--- config.mk ---
export PLATFORM = sky130hd
export DESIGN_NAME = ram_port_ctrl
export DESIGN_NICKNAME = d
export VERILOG_FILES = /design/src/rtl/ram_ctrl_pkg.sv /design/src/rtl/rr_arb2.sv /design/src/rtl/ram_port_ctrl.sv
export SDC_FILE = /design/constraint.sdc
export NUM_CORES = 1
export LEC_CHECK = 0
export ABC_AREA = 1
export BUFFER_PORTS_ARGS = -buffer_cell sky130_fd_sc_hd__clkbuf_2
export CAP_MARGIN = 5
export CORE_UTILIZATION = 41
export DETAILED_ROUTE_END_ITERATION = 10
export PLACE_DENSITY_LB_ADDON = 0.25
export SLEW_MARGIN = 15
export SYNTH_ARGS = -nofsm -noshare
export SYNTH_HDL_FRONTEND = slang
export SYNTH_SLANG_ARGS = --single-unit
--- constraint.sdc ---
create_clock -name clk -period 1.3 [get_ports clk]
set_input_delay 0.13 -clock clk [delete_from_list [all_inputs] [get_ports clk]]
set_output_delay 0.13 -clock clk [all_outputs]
set_load 0.05 [all_outputs]
--- src/rtl/ram_ctrl_pkg.sv ---
// Shared types and default widths for the two-client RAM port controller.
package ram_ctrl_pkg;

    typedef enum logic {
        INIT,
        RUN
    } state_t;

    typedef logic client_t;

    localparam int DATA_W_DEF = 8;
    localparam int ADDR_W_DEF = 4;

endpackage

--- src/rtl/rr_arb2.sv ---
// Two-input round-robin arbiter; the last winner loses the next tie.
module rr_arb2
    import ram_ctrl_pkg::*;
(
    input  logic       clk,
    input  logic       rst_n,
    input  logic [1:0] req,
    input  logic       accept,
    output logic [1:0] gnt
);

    client_t last_grant;

    // NOTE: combinational blocks use blocking '=' and assign a default first so no latch is inferred.
    always_comb begin
        gnt = 2'b00;
        if (req == 2'b11)
            gnt = last_grant ? 2'b01 : 2'b10;
        else
            gnt = req;
    end

    // NOTE: sequential state uses non-blocking '<=' so every flop samples pre-edge values.
    always_ff @(posedge clk or negedge rst_n) begin
        if (!rst_n)
            last_grant <= 1'b1;
        else if (accept)
            last_grant <= gnt[1];
    end

endmodule

--- src/rtl/ram_port_ctrl.sv ---
// Clears the RAM after reset, then arbitrates two clients onto its single port
// and steers registered read data back to the client that issued the read.
module ram_port_ctrl
    import ram_ctrl_pkg::*;
#(
    parameter int                DATA_W   = DATA_W_DEF,
    parameter int                ADDR_W   = ADDR_W_DEF,
    parameter logic [DATA_W-1:0] INIT_VAL = '0
) (
    input  logic              clk,
    input  logic              rst_n,

    input  logic              req0_valid,
    output logic              req0_ready,
    input  logic              req0_wr,
    input  logic [ADDR_W-1:0] req0_addr,
    input  logic [DATA_W-1:0] req0_wdata,
    output logic              rsp0_valid,
    output logic [DATA_W-1:0] rsp0_rdata,

    input  logic              req1_valid,
    output logic              req1_ready,
    input  logic              req1_wr,
    input  logic [ADDR_W-1:0] req1_addr,
    input  logic [DATA_W-1:0] req1_wdata,
    output logic              rsp1_valid,
    output logic [DATA_W-1:0] rsp1_rdata,

    output logic              ram_wr,
    output logic [ADDR_W-1:0] ram_addr,
    output logic [DATA_W-1:0] ram_din,
    input  logic [DATA_W-1:0] ram_dout,

    output logic              init_done
);

    state_t            state;
    logic [ADDR_W-1:0] cnt;
    logic [1:0]        req;
    logic [1:0]        gnt;
    logic              accept;
    client_t           winner;
    logic              sel_wr;
    logic [ADDR_W-1:0] sel_addr;
    logic [DATA_W-1:0] sel_wdata;
    logic              tag_valid;
    client_t           tag_owner;

    assign req = {req1_valid, req0_valid};

    rr_arb2 u_arb (
        .clk    (clk),
        .rst_n  (rst_n),
        .req    (req),
        .accept (accept),
        .gnt    (gnt)
    );

    // A grant only exists for a valid request, so ready doubles as the handshake.
    assign req0_ready = init_done & gnt[0];
    assign req1_ready = init_done & gnt[1];
    assign accept     = req0_ready | req1_ready;
    assign winner     = gnt[1];

    assign sel_wr    = winner ? req1_wr    : req0_wr;
    assign sel_addr  = winner ? req1_addr  : req0_addr;
    assign sel_wdata = winner ? req1_wdata : req0_wdata;

    assign rsp0_rdata = ram_dout;
    assign rsp1_rdata = ram_dout;

    // NOTE: the RAM array itself is never reset; the INIT sweep clears it by writing every location.
    always_ff @(posedge clk or negedge rst_n) begin
        if (!rst_n) begin
            state      <= INIT;
            cnt        <= '0;
            init_done  <= 1'b0;
            ram_wr     <= 1'b0;
            ram_addr   <= '0;
            ram_din    <= '0;
            tag_valid  <= 1'b0;
            tag_owner  <= 1'b0;
            rsp0_valid <= 1'b0;
            rsp1_valid <= 1'b0;
        end else begin
            // The tag follows the command by one edge, matching the RAM's registered read.
            rsp0_valid <= tag_valid & (tag_owner == 1'b0);
            rsp1_valid <= tag_valid & (tag_owner == 1'b1);
            tag_valid  <= 1'b0;

            case (state)
                INIT: begin
                    ram_wr   <= 1'b1;
                    ram_addr <= cnt;
                    ram_din  <= INIT_VAL;
                    cnt      <= cnt + 1'b1;
                    if (&cnt) begin
                        state     <= RUN;
                        init_done <= 1'b1;
                    end
                end
                RUN: begin
                    if (accept) begin
                        ram_wr    <= sel_wr;
                        ram_addr  <= sel_addr;
                        ram_din   <= sel_wdata;
                        tag_valid <= ~sel_wr;
                        tag_owner <= winner;
                    end else begin
                        ram_wr <= 1'b0;
                    end
                end
            endcase
        end
    end

endmodule

==> results.toml <==
[status]
outcome = "complete, but fails checks"
violations = "setup timing"

[layout]
area_growth_pct = 22.2
fillers = 310
layout_commonest_cell = "nand2_1"
nets = 249
instances_no_fill = 253
drive_gt1_frac = 0.426
n_antenna_cell = 0
final_cell_mix = "56 x nand2_1, 45 x clkbuf_2, 22 x dfrtp_1"

[clocking]
cts_root_buf = "clkbuf_4"
clkTransAtPathRegs_ps = 130
insertion_delay_ps = 320
cts_htree_levels = 1
cts_buffers = 3
clock-sinks = 24
cts_tree = "built"
cts_max_path_buffers = 2

[critical_path]
crit_path_start_kind = "flop"
cp_max_fo = 3
worstSetupEndpointType = "primary output"
required_ps = 1170
path_class = "flop to primary output"
cp_slowest_cell = "dfstp_2"
crit_family = "flip-flops"
max_stage_delay_ps = 570
crit_buf_inv = 2
path_cells = "nand2_2 > nand3_4 > inv_1 > clkbuf_8"
worstPathArrival_ps = 1280

[sta]
setup_viol = 13
maxSlewViolCount = 0
hold_viol_final = 0
finalCriticalPeriod_ps = 1410
rsz0062_at_grt = "true"
fin_worst_skew_ps = 6.42
fin_crit_sh = 1.09
setup_slack_ps = -115
max_freq_ghz = 0.707
worst_pin_slew_ps = 596
slew_headroom = 0.603

[synth]
ys_ff_latch = 24
synthesis.instances = 164
avgSynthCellArea_um2 = 8.61
ys_seq_area_frac = 0.426
yosysUniqueCellTypes = 25
yosys_warnings = 0
syn_area_um2 = 1410
syn_nets = 203

[detailed_routing]
drt_iter0_drc = 42
route.detailed.drc = 0
vias_per_cell = 4.80
vias = 1214
routedWlPerCell_um = 12.6
dr.pass1.iters = 4
ant_nets = 0
wl_um = 3180

[global_routing]
antenna_found_initial = 0
grt_use_total = 0.175
grt_pass1_vias = 1055
grt_max_degree = 25
gr-total-overflow = 0
grt_first_pass_wirelength_um = 4720

[pwr]
power_mw = 1.93
p_sw_mw = 0.760
internal_power_mw = 1.17
max-vdd-ir-drop_mv = 0.555
switching_share = 0.394
power.density_nw_per_um2 = 1120
pwr-share-comb = 0.367
clkPwrFrac = 0.180
seqPwrFrac = 0.453
p_leak_nw = 0.976

[die]
die_y_um = 60.7
coreArea_um2 = 3150
die_w_um = 60.7
boundaryPins = 72
num_rows = 20
fp.dieArea_um2 = 3680
start_util = 0.448

[placement]
post-place-cells = 236
dpl.hpwl_um = 2260
io_buffers = 47
gp_congestion = 0.787

[job]
drv_cap = 0

[hold_path]
min_path_type = "input pin to flop"
final timing paths:
kind                                   from         end  slack (ps)  depth (start not counted)
max                        u_arb.last_grant  req1_ready        -110                          4
min in group asynchronous             rst_n   tag_owner         330                          2
max reg2reg                u_arb.last_grant  ram_din[6]         -30                          7
min reg2reg                       tag_owner  rsp0_valid         480                          1
min                           req0_wdata[2]  ram_din[2]         110                          5
max in group asynchronous             rst_n   init_done         550                          2
cell families (layout without fill, tap and decap cells):
family | count (synthesis) | count (layout) | share of synthesized area
and+or+nand+nor | 100 | 101 | 0.375
DFF | 24 | 24 | 0.426
adders and majority gates | 1 | 1 | 0.00886
xor gates and xnor gates | 3 | 3 | 0.0186
buffers and inverters | 32 | 76 | 0.155
AOI/OAI and AO/OA | 4 | 4 | 0.0160
repair_timing:
action | in CTS | in global routing
buffers inserted | 5 | 6
endpoints found under the setup margin | 2 | 17
endpoints found under the hold margin | 23 | 0
pin swaps | 1 | 8
hold buffers | 1 | 0
resized for setup | 8 | 4
gates cloned | 0 | 1
synthesized netlist by cell type:
| cell type | count | area, µm² |
|---|---|---|
| buf_12 | 1 | 20.0 |
| clkbuf_8 | 1 | 13.8 |
| dfstp_2 | 1 | 26.3 |
| nor2_1 | 2 | 7.51 |
| clkinv_2 | 1 | 5.00 |
| ha_1 | 1 | 12.5 |
| buf_2 | 3 | 15.0 |
| dfrtp_1 | 23 | 576 |
| nand2_2 | 3 | 18.8 |
| xor2_1 | 2 | 17.5 |
| nand2_8 | 1 | 20.0 |
| nand2_1 | 56 | 210 |
| nor2_4 | 1 | 11.3 |
| nor3b_1 | 1 | 7.51 |
| nand3_1 | 20 | 100 |
| nand2_4 | 1 | 11.3 |
| o21ai_0 | 3 | 15.0 |
| nand4_1 | 4 | 25.0 |
| clkinv_1 | 1 | 3.75 |
| xnor2_1 | 1 | 8.76 |
| a21o_1 | 1 | 7.51 |
| buf_4 | 18 | 135 |
| nand3_2 | 10 | 100 |
| inv_1 | 7 | 26.3 |
| nand3_4 | 1 | 17.5 |
state kept, by name (all words and copies together) (netlist names):
signal,flops
u_arb.last_grant,1
ram_din,8
init_done,1
rsp1_valid,1
cnt,4
state,1
ram_addr,4
tag_owner,1
rsp0_valid,1
ram_wr,1
tag_valid,1
metal layers:
layer,routed length [µm],GRT usage,share of wire
met5,0,0,0
met4,55,0.0844,0.017
met3,206,0.0235,0.065
met2,1510,0.270,0.47
met1,1410,0.243,0.44
power groups by stage:
stage                     clock network, mW  logic [mW]  registers [mW]
after floorplan                           0       0.366            1.12
after global placement                    0       0.628           0.883
after detailed placement                  0       0.635           0.886
after CTS                             0.357       0.672           0.873
after global routing                  0.384       0.762           0.882
final                                 0.346       0.708           0.873
worst reg2reg max path, stage by stage, from the launching register on:
cell and delay [ps]:
dfstp_2 570, nand2_2 100, nand3_4 80, buf_6 120
nand2_8 70, nor2_4 200, nand2_1 90, nand2_1 60
stage by stage:
stage / setup WS [ps] / cell area, µm² / setup TNS, ps / util / hold WS [ps]
after floorplan: 29.1 / 1410 / 0 / - / -166
after global placement: 69.0 / 1550 / 0 / 0.491 / 154
after detailed placement: 26.1 / 1550 / 0 / 0.491 / 161
after CTS: -102 / 1660 / -714 / 0.525 / 95.0
after global routing: -172 / 1720 / -1690 / 0.547 / 97.9
final: -115 / 1720 / -442 / 0.547 / 110
final cells by class:
class / count / area [µm²] / area share
flip-flops and latches: 24 / 603 / 0.350
repair buffers: 63 / 398 / 0.231
clock buffers: 4 / 26.3 / 0.0152
inverters: 9 / 35.0 / 0.0203
well taps: 44 / 55.1 / 0.0319
multi-input cells: 109 / 607 / 0.352
No activity file was read; power rests on OpenSTA's default activity.
